[src/rtl/pipe_ctrl_if.sv]
// Handshake bundle between the pipeline and pipe_ctrl.
// master: pipeline side (drives requests, receives controls).
// slave : pipe_ctrl (receives requests, drives controls and counters).
// Parameter CNT_W sets the width of the two performance counters.

`ifndef InstrAddrBus
`define InstrAddrBus 31:0
`endif

interface pipe_ctrl_if #(
  parameter int unsigned CNT_W = 32
);
  logic                 id_stallreq_i_CTRL;
  logic                 ex_stallreq_i_CTRL;
  logic                 ex_done_i_CTRL;
  logic                 jump_req_i_CTRL;
  logic [`InstrAddrBus] jump_addr_i_CTRL;
  logic                 hold_pc_o_CTRL;
  logic                 hold_ifid_o_CTRL;
  logic                 hold_idex_o_CTRL;
  logic                 flush_ifid_o_CTRL;
  logic                 flush_idex_o_CTRL;
  logic                 flush_exmem_o_CTRL;
  logic                 jump_en_o_CTRL;
  logic [`InstrAddrBus] jump_addr_o_CTRL;
  logic [CNT_W-1:0]     stall_cnt_o_CTRL;
  logic [CNT_W-1:0]     flush_cnt_o_CTRL;

  modport master (
    output id_stallreq_i_CTRL, ex_stallreq_i_CTRL, ex_done_i_CTRL,
           jump_req_i_CTRL, jump_addr_i_CTRL,
    input  hold_pc_o_CTRL, hold_ifid_o_CTRL, hold_idex_o_CTRL,
           flush_ifid_o_CTRL, flush_idex_o_CTRL, flush_exmem_o_CTRL,
           jump_en_o_CTRL, jump_addr_o_CTRL, stall_cnt_o_CTRL, flush_cnt_o_CTRL
  );

  modport slave (
    input  id_stallreq_i_CTRL, ex_stallreq_i_CTRL, ex_done_i_CTRL,
           jump_req_i_CTRL, jump_addr_i_CTRL,
    output hold_pc_o_CTRL, hold_ifid_o_CTRL, hold_idex_o_CTRL,
           flush_ifid_o_CTRL, flush_idex_o_CTRL, flush_exmem_o_CTRL,
           jump_en_o_CTRL, jump_addr_o_CTRL, stall_cnt_o_CTRL, flush_cnt_o_CTRL
  );
endinterface

[src/rtl/pipe_ctrl.sv]
// pipe_ctrl: pipeline sequencing controller for the 5-stage core.
// Arbitrates ID load-use stalls, EX multicycle stalls and EX redirects, and
// drives hold/flush for PC, IF_ID, ID_EX, EX_MEM plus the PC redirect.
// Ports:
//   clk_i_CTRL  - core clock, rising edge
//   rst_i_CTRL  - synchronous reset, asserted level `RstEnable
//   bus         - pipe_ctrl_if.slave: requests in, controls/counters out
// Parameters: FLUSH_CYCLES (1..15) flush length per redirect, CNT_W counter width.
// Optional feature macro: PIPE_CTRL_PERF_EN builds saturating stall/redirect
// counters; when undefined both counter outputs are tied to zero.

`ifndef InstrAddrBus
`define InstrAddrBus 31:0
`endif
`ifndef RstEnable
`define RstEnable 1'b1
`endif
`ifndef CpuRstAddr
`define CpuRstAddr 32'h0000_0000
`endif

module pipe_ctrl #(
  parameter int unsigned FLUSH_CYCLES = 1,
  parameter int unsigned CNT_W        = 32
) (
  input logic        clk_i_CTRL,
  input logic        rst_i_CTRL,
  pipe_ctrl_if.slave bus
);

  localparam int unsigned FCNT_W      = 4;
  localparam logic [FCNT_W-1:0] FCNT_RELOAD = FCNT_W'(FLUSH_CYCLES - 1);
  localparam bit          MULTI_FLUSH = (FLUSH_CYCLES > 1);

  typedef enum logic [1:0] {
    IDLE    = 2'd0,
    EXSTALL = 2'd1,
    FLUSH   = 2'd2
  } state_t;

  state_t               state, state_nxt;
  logic [FCNT_W-1:0]    fcnt, fcnt_nxt;
  logic [`InstrAddrBus] target, target_nxt;

  logic                 rst_act;
  logic                 hold_pc, hold_ifid, hold_idex;
  logic                 flush_ifid, flush_idex, flush_exmem;
  logic                 jump_en;
  logic [`InstrAddrBus] jump_addr;

  assign rst_act = (rst_i_CTRL == `RstEnable);

  // Controls are combinational from state and current requests; reset masks them.
  always_comb begin
    hold_pc     = 1'b0;
    hold_ifid   = 1'b0;
    hold_idex   = 1'b0;
    flush_ifid  = 1'b0;
    flush_idex  = 1'b0;
    flush_exmem = 1'b0;
    jump_en     = 1'b0;
    jump_addr   = target;
    state_nxt   = state;
    fcnt_nxt    = fcnt;
    target_nxt  = target;

    if (rst_act) begin
      jump_addr  = `CpuRstAddr;
      state_nxt  = IDLE;
      fcnt_nxt   = '0;
      target_nxt = `CpuRstAddr;
    end else begin
      case (state)
        IDLE: begin
          if (bus.jump_req_i_CTRL) begin
            jump_en    = 1'b1;
            jump_addr  = bus.jump_addr_i_CTRL;
            flush_ifid = 1'b1;
            flush_idex = 1'b1;
            target_nxt = bus.jump_addr_i_CTRL;
            state_nxt  = MULTI_FLUSH ? FLUSH : IDLE;
            fcnt_nxt   = MULTI_FLUSH ? FCNT_RELOAD : '0;
          end else if (bus.ex_stallreq_i_CTRL) begin
            hold_pc     = 1'b1;
            hold_ifid   = 1'b1;
            hold_idex   = 1'b1;
            flush_exmem = 1'b1;
            // A same-cycle done is a zero-length stall: one held cycle only.
            state_nxt   = bus.ex_done_i_CTRL ? IDLE : EXSTALL;
          end else if (bus.id_stallreq_i_CTRL) begin
            hold_pc    = 1'b1;
            hold_ifid  = 1'b1;
            flush_idex = 1'b1;
          end
        end

        EXSTALL: begin
          // Holds stay up through the ex_done cycle; other requests wait.
          hold_pc     = 1'b1;
          hold_ifid   = 1'b1;
          hold_idex   = 1'b1;
          flush_exmem = 1'b1;
          if (bus.ex_done_i_CTRL) begin
            state_nxt = IDLE;
          end
        end

        FLUSH: begin
          flush_ifid = 1'b1;
          flush_idex = 1'b1;
          if (bus.jump_req_i_CTRL) begin
            // A new redirect restarts the flush window from this cycle.
            jump_en    = 1'b1;
            jump_addr  = bus.jump_addr_i_CTRL;
            target_nxt = bus.jump_addr_i_CTRL;
            state_nxt  = MULTI_FLUSH ? FLUSH : IDLE;
            fcnt_nxt   = MULTI_FLUSH ? FCNT_RELOAD : '0;
          end else begin
            fcnt_nxt = fcnt - FCNT_W'(1);
            if (fcnt == FCNT_W'(1)) begin
              state_nxt = IDLE;
            end
          end
        end

        default: begin
          state_nxt = IDLE;
          fcnt_nxt  = '0;
        end
      endcase
    end
  end

  // State, flush counter and latched redirect target.
  always_ff @(posedge clk_i_CTRL) begin
    state  <= state_nxt;
    fcnt   <= fcnt_nxt;
    target <= target_nxt;
  end

  assign bus.hold_pc_o_CTRL     = hold_pc;
  assign bus.hold_ifid_o_CTRL   = hold_ifid;
  assign bus.hold_idex_o_CTRL   = hold_idex;
  assign bus.flush_ifid_o_CTRL  = flush_ifid;
  assign bus.flush_idex_o_CTRL  = flush_idex;
  assign bus.flush_exmem_o_CTRL = flush_exmem;
  assign bus.jump_en_o_CTRL     = jump_en;
  assign bus.jump_addr_o_CTRL   = jump_addr;

`ifdef PIPE_CTRL_PERF_EN
  logic [CNT_W-1:0] stall_cnt;
  logic [CNT_W-1:0] flush_cnt;

  // Saturating counters of held-PC cycles and redirects.
  always_ff @(posedge clk_i_CTRL) begin
    if (rst_act) begin
      stall_cnt <= '0;
      flush_cnt <= '0;
    end else begin
      if (hold_pc && (stall_cnt != {CNT_W{1'b1}})) begin
        stall_cnt <= stall_cnt + CNT_W'(1);
      end
      if (jump_en && (flush_cnt != {CNT_W{1'b1}})) begin
        flush_cnt <= flush_cnt + CNT_W'(1);
      end
    end
  end

  assign bus.stall_cnt_o_CTRL = stall_cnt;
  assign bus.flush_cnt_o_CTRL = flush_cnt;
`else
  assign bus.stall_cnt_o_CTRL = CNT_W'(0);
  assign bus.flush_cnt_o_CTRL = CNT_W'(0);
`endif

endmodule

[src/flat_wrapper.sv]
// flat-port wrapper written by rule: the top's interface ports become plain ports
module pipe_ctrl_flat 
#(
  parameter int unsigned FLUSH_CYCLES = 1,
  parameter int unsigned CNT_W        = 32
)
  (clk_i_CTRL, rst_i_CTRL, bus_id_stallreq_i_CTRL, bus_ex_stallreq_i_CTRL, bus_ex_done_i_CTRL, bus_jump_req_i_CTRL, bus_jump_addr_i_CTRL, bus_hold_pc_o_CTRL, bus_hold_ifid_o_CTRL, bus_hold_idex_o_CTRL, bus_flush_ifid_o_CTRL, bus_flush_idex_o_CTRL, bus_flush_exmem_o_CTRL, bus_jump_en_o_CTRL, bus_jump_addr_o_CTRL, bus_stall_cnt_o_CTRL, bus_flush_cnt_o_CTRL);
  pipe_ctrl_if #(.CNT_W(CNT_W)) bus_i ();
  input logic clk_i_CTRL;
  input logic rst_i_CTRL;
  input wire logic [$bits(bus_i.id_stallreq_i_CTRL)-1:0] bus_id_stallreq_i_CTRL;
  input wire logic [$bits(bus_i.ex_stallreq_i_CTRL)-1:0] bus_ex_stallreq_i_CTRL;
  input wire logic [$bits(bus_i.ex_done_i_CTRL)-1:0] bus_ex_done_i_CTRL;
  input wire logic [$bits(bus_i.jump_req_i_CTRL)-1:0] bus_jump_req_i_CTRL;
  input wire logic [$bits(bus_i.jump_addr_i_CTRL)-1:0] bus_jump_addr_i_CTRL;
  output wire logic [$bits(bus_i.hold_pc_o_CTRL)-1:0] bus_hold_pc_o_CTRL;
  output wire logic [$bits(bus_i.hold_ifid_o_CTRL)-1:0] bus_hold_ifid_o_CTRL;
  output wire logic [$bits(bus_i.hold_idex_o_CTRL)-1:0] bus_hold_idex_o_CTRL;
  output wire logic [$bits(bus_i.flush_ifid_o_CTRL)-1:0] bus_flush_ifid_o_CTRL;
  output wire logic [$bits(bus_i.flush_idex_o_CTRL)-1:0] bus_flush_idex_o_CTRL;
  output wire logic [$bits(bus_i.flush_exmem_o_CTRL)-1:0] bus_flush_exmem_o_CTRL;
  output wire logic [$bits(bus_i.jump_en_o_CTRL)-1:0] bus_jump_en_o_CTRL;
  output wire logic [$bits(bus_i.jump_addr_o_CTRL)-1:0] bus_jump_addr_o_CTRL;
  output wire logic [$bits(bus_i.stall_cnt_o_CTRL)-1:0] bus_stall_cnt_o_CTRL;
  output wire logic [$bits(bus_i.flush_cnt_o_CTRL)-1:0] bus_flush_cnt_o_CTRL;
  assign bus_i.id_stallreq_i_CTRL = bus_id_stallreq_i_CTRL;
  assign bus_i.ex_stallreq_i_CTRL = bus_ex_stallreq_i_CTRL;
  assign bus_i.ex_done_i_CTRL = bus_ex_done_i_CTRL;
  assign bus_i.jump_req_i_CTRL = bus_jump_req_i_CTRL;
  assign bus_i.jump_addr_i_CTRL = bus_jump_addr_i_CTRL;
  assign bus_hold_pc_o_CTRL = bus_i.hold_pc_o_CTRL;
  assign bus_hold_ifid_o_CTRL = bus_i.hold_ifid_o_CTRL;
  assign bus_hold_idex_o_CTRL = bus_i.hold_idex_o_CTRL;
  assign bus_flush_ifid_o_CTRL = bus_i.flush_ifid_o_CTRL;
  assign bus_flush_idex_o_CTRL = bus_i.flush_idex_o_CTRL;
  assign bus_flush_exmem_o_CTRL = bus_i.flush_exmem_o_CTRL;
  assign bus_jump_en_o_CTRL = bus_i.jump_en_o_CTRL;
  assign bus_jump_addr_o_CTRL = bus_i.jump_addr_o_CTRL;
  assign bus_stall_cnt_o_CTRL = bus_i.stall_cnt_o_CTRL;
  assign bus_flush_cnt_o_CTRL = bus_i.flush_cnt_o_CTRL;
  pipe_ctrl #(.FLUSH_CYCLES(FLUSH_CYCLES), .CNT_W(CNT_W)) u_core (.clk_i_CTRL(clk_i_CTRL), .rst_i_CTRL(rst_i_CTRL), .bus(bus_i));
endmodule
[config.mk]
export PLATFORM = sky130hd
export DESIGN_NAME = pipe_ctrl_flat
export DESIGN_NICKNAME = d
export VERILOG_FILES = /design/src/rtl/pipe_ctrl_if.sv /design/src/rtl/pipe_ctrl.sv /design/src/flat_wrapper.sv
export SDC_FILE = /design/constraint.sdc
export NUM_CORES = 1
export LEC_CHECK = 0
export ABC_AREA = 1
export CELL_PAD_IN_SITES_DETAIL_PLACEMENT = 2
export CELL_PAD_IN_SITES_GLOBAL_PLACEMENT = 2
export CORE_MARGIN = 3
export CORE_UTILIZATION = 19
export DETAILED_ROUTE_END_ITERATION = 10
export GPL_ROUTABILITY_DRIVEN = 0
export PLACE_DENSITY_LB_ADDON = 0.1
export SLEW_MARGIN = 20
export SYNTH_ARGS = -nofsm -noshare
export SYNTH_HDL_FRONTEND = slang
export SYNTH_SLANG_ARGS = --single-unit
[constraint.sdc]
create_clock -name clk_i_CTRL -period 1.7 [get_ports clk_i_CTRL]
set_clock_uncertainty 0.05 [all_clocks]
set_input_delay 0.34 -clock clk_i_CTRL [delete_from_list [all_inputs] [get_ports clk_i_CTRL]]
set_output_delay 0.34 -clock clk_i_CTRL [all_outputs]
set_load 0.005 [all_outputs]
==> impl_results.md <==
* Status: finished with violations
* Failing checks: negative setup slack
* Critical Path End Type: output pin
* Final Cell Area at ~3300 µm²
* Startpoint types: flip-flop
* Final std cells w/o fill at 463
* Max incr delay on CP at between 0.3 and 0.4 ns
* Post-route ant nets at 0
* Post-synth top flop: dfxtp_1
* # IOs at ~140
* Crit path kind: reg2out
* Placement Cell Area at about 2600 µm²
* Reg-to-Reg Start: u_core.state[0]
* Utilization after layout at about a third
* Clock buffer depth at 2
* Die ar. at approximately 11000 µm²
* # port buffers at 76
* First-pass GRT wire length at between 9000 and 10000 µm
* Initial DRC count at 12
* Worst-path cell chain: buf_6 > nor2_4 > buf_12 > clkbuf_16 > nand3_2 > nand2_1 > buf_2
* # placed instances at around 430
* Mean Syn Cell Area at about 8.5 µm²
* Distinct cells, synth at 17
* Total track usage at a little over a tenth
* Most numerous cell in the Yosys netlist: buf_4
* Hold path depth at 2
* CP arrival at approximately 1.4 ns
* CP required at 1.31 ns
* DIE WIDTH at between 100 and 150 µm
* Synthesized area at ~1900 µm²
* RSZ-0062 raised after global routing: yes
* Top-area cell type share of the netlist area at between 30% and 40%
* Yosys reg bits at 33
* DR DRC count at 0
* Post-DP HPWL at about 4300 µm
* CTS sink cnt at 33
* Worst vdd ir at 0.256 mV
* Final Cycle Share at 108%
* Async set-reset flop share out of synthesis at 0%
* DRT Pass-1 Iters at 3
* Synth warn at 0
* Max_cap viols at 0
* Nets at 371
* Clock-pin transition on the worst setup and hold timing paths at roughly 0.08 ns
* Routed len/inst at 13.9 µm
* Register area share after synthesis at a little over a third
* Final min period at between 1.5 and 2 ns
* Final WL at about 6400 µm
* Number of global-route vias before repair at ~1800
* Leak at between 1.5 and 2 nW
* DR vias at 1718
* FP Rows at 35
* Pins Over Slew Limit at 0
* Capture point of the worst reg-to-reg path: u_core.target[17]
* Core outline area at 9460 µm²
* Fmax at about 550 MHz
* Hold Crit Start: u_core.target[25]
* CTS Buf Count at 5
* Setup WS post-layout at -0.128 ns
* Hold-fix buffers, CTS at 0
* Most frequent cells after synthesis: buf_4, nand3_1, nand2_1
* Hold/Removal Path Class: reg2reg
* Reg2Reg Depth at 9
* Pwr Density at around 620 nW/µm²
* TritonCTS clock tree: done
* Clk root buf: clkbuf_8
* CP Max Fanout at 6
* Synthesis-to-layout area growth at 75.3%
* Slowest cell on crit path: dfxtp_2
* Htree depth at 2
* Worst-skew pair later-pin latency at around 0.28 ns
* Die height at 106 µm
* Fraction of layout instances using a drive strength above 1 at between 50% and 60%
* Routed vias/inst at approximately 3.7
* Initial antenna violation count at 0
* Final Hold Vio Count at 0
* Number of flops mapped to enable cells by yosys at 0
* Top cell type by total area after synthesis: dfxtp_1
* Starting Density at approximately 20%
* N_diodes at 0
* Cells after synthesis at 224
* Congestion Overflow GR at 0
* Dpl ws at -0.698 ns
* Largest net degree at the start of global routing at 18
* Final setup violation count at 33
* Most area-consuming cells after synthesis: dfxtp_1, buf_4, nand3_1
* Hold Path Sink: u_core.target[25]
* Reg2Reg Setup Slack at ~0.31 ns
[logic make-up after synthesis]
kind of cell / share of synthesized area [%]
and+or+nand+nor: 29.4
buffers and inverters: 35.4
DFF: 34.8
AOI/OAI and AO/OA: 0.264
other: 0.198
[layout by cell type, fill, tap and decap left out, types with 2 or more instances in the layout]
cell / count
nand2_4: 4
clkbuf_8: 5
inv_2: 2
buf_6: 24
dfxtp_1: 32
nand3_4: 7
conb_1: 64
clkinv_2: 2
nand3_2: 40
buf_16: 4
clkdlybuf4s50_1: 35
nand2_2: 25
clkbuf_16: 2
nand3_1: 20
nand2_1: 5
buf_12: 10
clkdlybuf4s15_2: 2
buf_4: 21
buf_2: 20
[through the flow]
step                total power [W]  setup TNS (ns)  hold WS (ns)
finish                      0.00206           -3.00         0.420
global route                0.00219           -5.93         0.440
CTS                         0.00199           -2.99         0.420
detailed placement          0.00131          -25.53         0.414
global placement            0.00131          -24.24         0.403
floorplan                   0.00115               0         0.362
[sequential cells by signal (all words and copies together) (netlist names)]
register       flops
u_core.state       1
u_core.target     32
[critical path: cells and delay by family (launching register included)]
family,cells,cell delay (ns)
simple gates,3,0.27
buf+inv,4,0.54
flops,1,0.33
[what timing repair did]
action	in CTS	in global routing
gates cloned	4	2
setup endpoints to repair	39	37
pin swaps	18	31
gates resized for setup	189	83
setup buffers	16	6
hold endpoints to repair	0	0
[worst max path at each step]
stage	end	start	slack [ns]
after CTS	bus_jump_addr_o_CTRL[28]	u_core.state[0]	-0.14
final	bus_jump_addr_o_CTRL[2]	u_core.state[0]	-0.13
after detailed placement	bus_jump_addr_o_CTRL[21]	bus_jump_req_i_CTRL	-0.70
after global routing	bus_jump_addr_o_CTRL[2]	u_core.state[0]	-0.22
after global placement	bus_jump_addr_o_CTRL[29]	bus_jump_req_i_CTRL	-0.67
after floorplan	bus_jump_en_o_CTRL	bus_jump_req_i_CTRL	0.37
[layer usage]
metal | vias up | routed length [µm] | track usage, %
met3 | 2 | 417 | 4.43
met5 | - | 0 | 0
met1 | 823 | 2510 | 12.2
li1 | 822 | - | -
met2 | 71 | 3480 | 19.8
met4 | 0 | 18 | 1.94
[cell type report]
| cell class | count | area [µm²] |
|---|---|---|
| clock buffers | 5 | 68.8 |
| clock inverters | 3 | 17.5 |
| fillers | 1059 | 6130 |
| inverters | 4 | 20.0 |
| multi-input cells | 170 | 1130 |
| flip-flops and latches | 33 | 662 |
| well taps | 129 | 161 |
| repair buffers | 119 | 1270 |
[power by group]
part	switching [W]	internal, W	total (W)
Sequential	0.0000179	0.000821	0.000839
Combinational	0.000280	0.000341	0.000621
Clock	0.000317	0.000283	0.000600
Total	0.000614	0.00145	0.00206
Note: power is estimated with default switching activity, not from simulation.
==> RTL edit, RTL diff (same flow settings) <==
Re-encode `state_t` (3 states) as one-hot, 3 bits wide.
--- a/src/rtl/pipe_ctrl.sv
+++ b/src/rtl/pipe_ctrl.sv
@@ -34,6 +34,6 @@
 
-  typedef enum logic [1:0] {
-    IDLE    = 2'd0,
-    EXSTALL = 2'd1,
-    FLUSH   = 2'd2
+  typedef enum logic [2:0] {
+    IDLE    = 3'b001,
+    EXSTALL = 3'b010,
+    FLUSH   = 3'b100
   } state_t;
Behaviour: no difference found for any inputs over 4 cycles, from zero or initial values and one cycle with rst_i_CTRL high; so few cycles prove little.
==> RTL edit against the original RTL <==
The flow still finishes with violations (setup timing). Fmax down 6.1%. Worst hold slack better by 0.019 ns. Synthesized cell count rose by 7.1%. Setup slack lost 0.12 ns. Design area is 0.49% lower. Critical path depth is 2 higher. Sequential cell count grew 1. Wire length rose by 8.4%. Power increased by 9.8%. Synthesized area fell by 4.8%. First-iteration DRC count unchanged. Critical path type unchanged. Highest routed layer unchanged.
==> RTL edit: results (changes against the original RTL) <==
\begin{tabular}{lr}
\hline
Metric & Value \\
\hline
\multicolumn{2}{l}{\textbf{Status}} \\
\quad Result of the run & complete, but fails checks (unchanged) \\
\quad Failing checks & setup timing (unchanged) \\
\multicolumn{2}{l}{\textbf{Route}} \\
\quad Routed len/inst & 14.6 microns (was 13.9 microns) \\
\quad Detailed-router iteration count before antenna repair & 4 (was 3) \\
\quad Total via count in the routed design & 1,765 (was 1,718) \\
\multicolumn{2}{l}{\textbf{Cells and area}} \\
\quad Final Non-Filler Cells & 477 (was 463) \\
\quad Nets@finish & 392 (was 371) \\
\quad Registers with the highest flip-flop counts & u\_core.target x32, u\_core.state x2 (was u\_core.target x32, u\_core.state x1) \\
\quad Layout cells sized above 1 & 52.1\% (was 52.4\%) \\
\multicolumn{2}{l}{\textbf{Global routing}} \\
\quad First-pass GRT wire length & 10,300 microns (was 9620 microns) \\
\quad Global routing met1 resource utilization & 15.6\% (was 12.2\%) \\
\quad Global-route met3 utilization & 3.69\% (was 4.43\%) \\
\quad Met2 global-route usage & 22.1\% (was 19.8\%) \\
\quad Tot GR Track Use & 12.7\% (was 10.9\%) \\
\multicolumn{2}{l}{\textbf{Yosys}} \\
\quad Share of the synthesized area in compound gates (AO/OA/AOI/OAI) & 9.70\% (was 0.264\%) \\
\quad Avg Cell Area, Syn & 7.52 sq um (was 8.47 sq um) \\
\quad Area contributors post-synth & sky130\_fd\_sc\_hd\_\_dfxtp\_1 (38\%), sky130\_fd\_sc\_hd\_\_buf\_4 (28\%), sky130\_fd\_sc\_hd\_\_nor2\_1 (14\%) (was sky130\_fd\_sc\_hd\_\_dfxtp\_1 (35\%), sky130\_fd\_sc\_hd\_\_buf\_4 (27\%), sky130\_fd\_sc\_hd\_\_nand3\_1 (15\%)) \\
\quad Synth cell types & 19 (was 17) \\
\quad Post-Synth Adder-Cell Area & 1.39\% (was 0\%) \\
\multicolumn{2}{l}{\textbf{Pwr}} \\
\quad Maximum vdd drop & 277 uV (was 256 uV) \\
\quad Combinational group power & 0.764 mW (was 0.621 mW) \\
\quad Clock network fraction of design power & 26.3\% (was 29.1\%) \\
\multicolumn{2}{l}{\textbf{Place}} \\
\quad Setup slack after placement & -0.638 ns (was -0.698 ns) \\
\quad Placed instance area & 0.00254 sq mm (was 0.00259 sq mm) \\
\multicolumn{2}{l}{\textbf{Critical path}} \\
\quad Largest fanout of any net on the critical path & 5 (was 6) \\
\quad Endpoint arrival time on the critical path & 1.56 ns (was 1.44 ns) \\
\multicolumn{2}{l}{\textbf{STA}} \\
\quad Fin Setup TNS & -6.41 ns (was -3.00 ns) \\
\quad Worst Slack Setup Final & -0.246 ns (was -0.128 ns) \\
\quad Count of endpoints failing setup in the final report & 40 (was 33) \\
\hline
\end{tabular}
## RTL edit: changes by cell type after synthesis, moves of 3 or more
cell,before,now
sky130_fd_sc_hd__inv_1,2,8
sky130_fd_sc_hd__clkbuf_2,0,3
sky130_fd_sc_hd__a21oi_1,0,3
sky130_fd_sc_hd__buf_6,7,3
sky130_fd_sc_hd__nand3_2,11,0
sky130_fd_sc_hd__nand2_1,34,9
sky130_fd_sc_hd__nor2_1,2,69
sky130_fd_sc_hd__o21ai_0,1,32
sky130_fd_sc_hd__nand3_1,56,1
## RTL edit: timing repair
item,4_1_cts,5_1_grt
pin swaps,33,16
resized for setup,296,48
setup buffers,27,4
endpoints found under the hold margin,0,0
setup endpoints to repair,39,42
gates cloned,7,0
## RTL edit: path summary, 6_finish.rpt
path                startpoint                  endpoint  slack [ns]  cells after the start
max            u_core.state[1]  bus_jump_addr_o_CTRL[13]       -0.25                      9
min          u_core.target[29]         u_core.target[29]        0.44                      2
max reg2reg    u_core.state[1]          u_core.target[1]       -0.01                     12
min reg2reg  u_core.target[29]         u_core.target[29]        0.44                      2
## RTL edit: per-layer routing
| layer | up-vias | share of wire (%) |
|---|---|---|
| met5 | - | 0 |
| met1 | 828 | 40 |
| met2 | 90 | 51 |
| met4 | 0 | 0.82 |
| li1 | 843 | - |
| met3 | 4 | 8.2 |
## RTL edit: area by class of cell
class                   count  area, sq um  share of cell area (%)
well taps                 126          158                    4.76
multi-input cells         184         1240                    37.5
flip-flops and latches     34          683                    20.6
repair buffers            118         1100                    33.2
clock buffers               6         82.6                    2.50
inverters                   9         46.3                    1.40
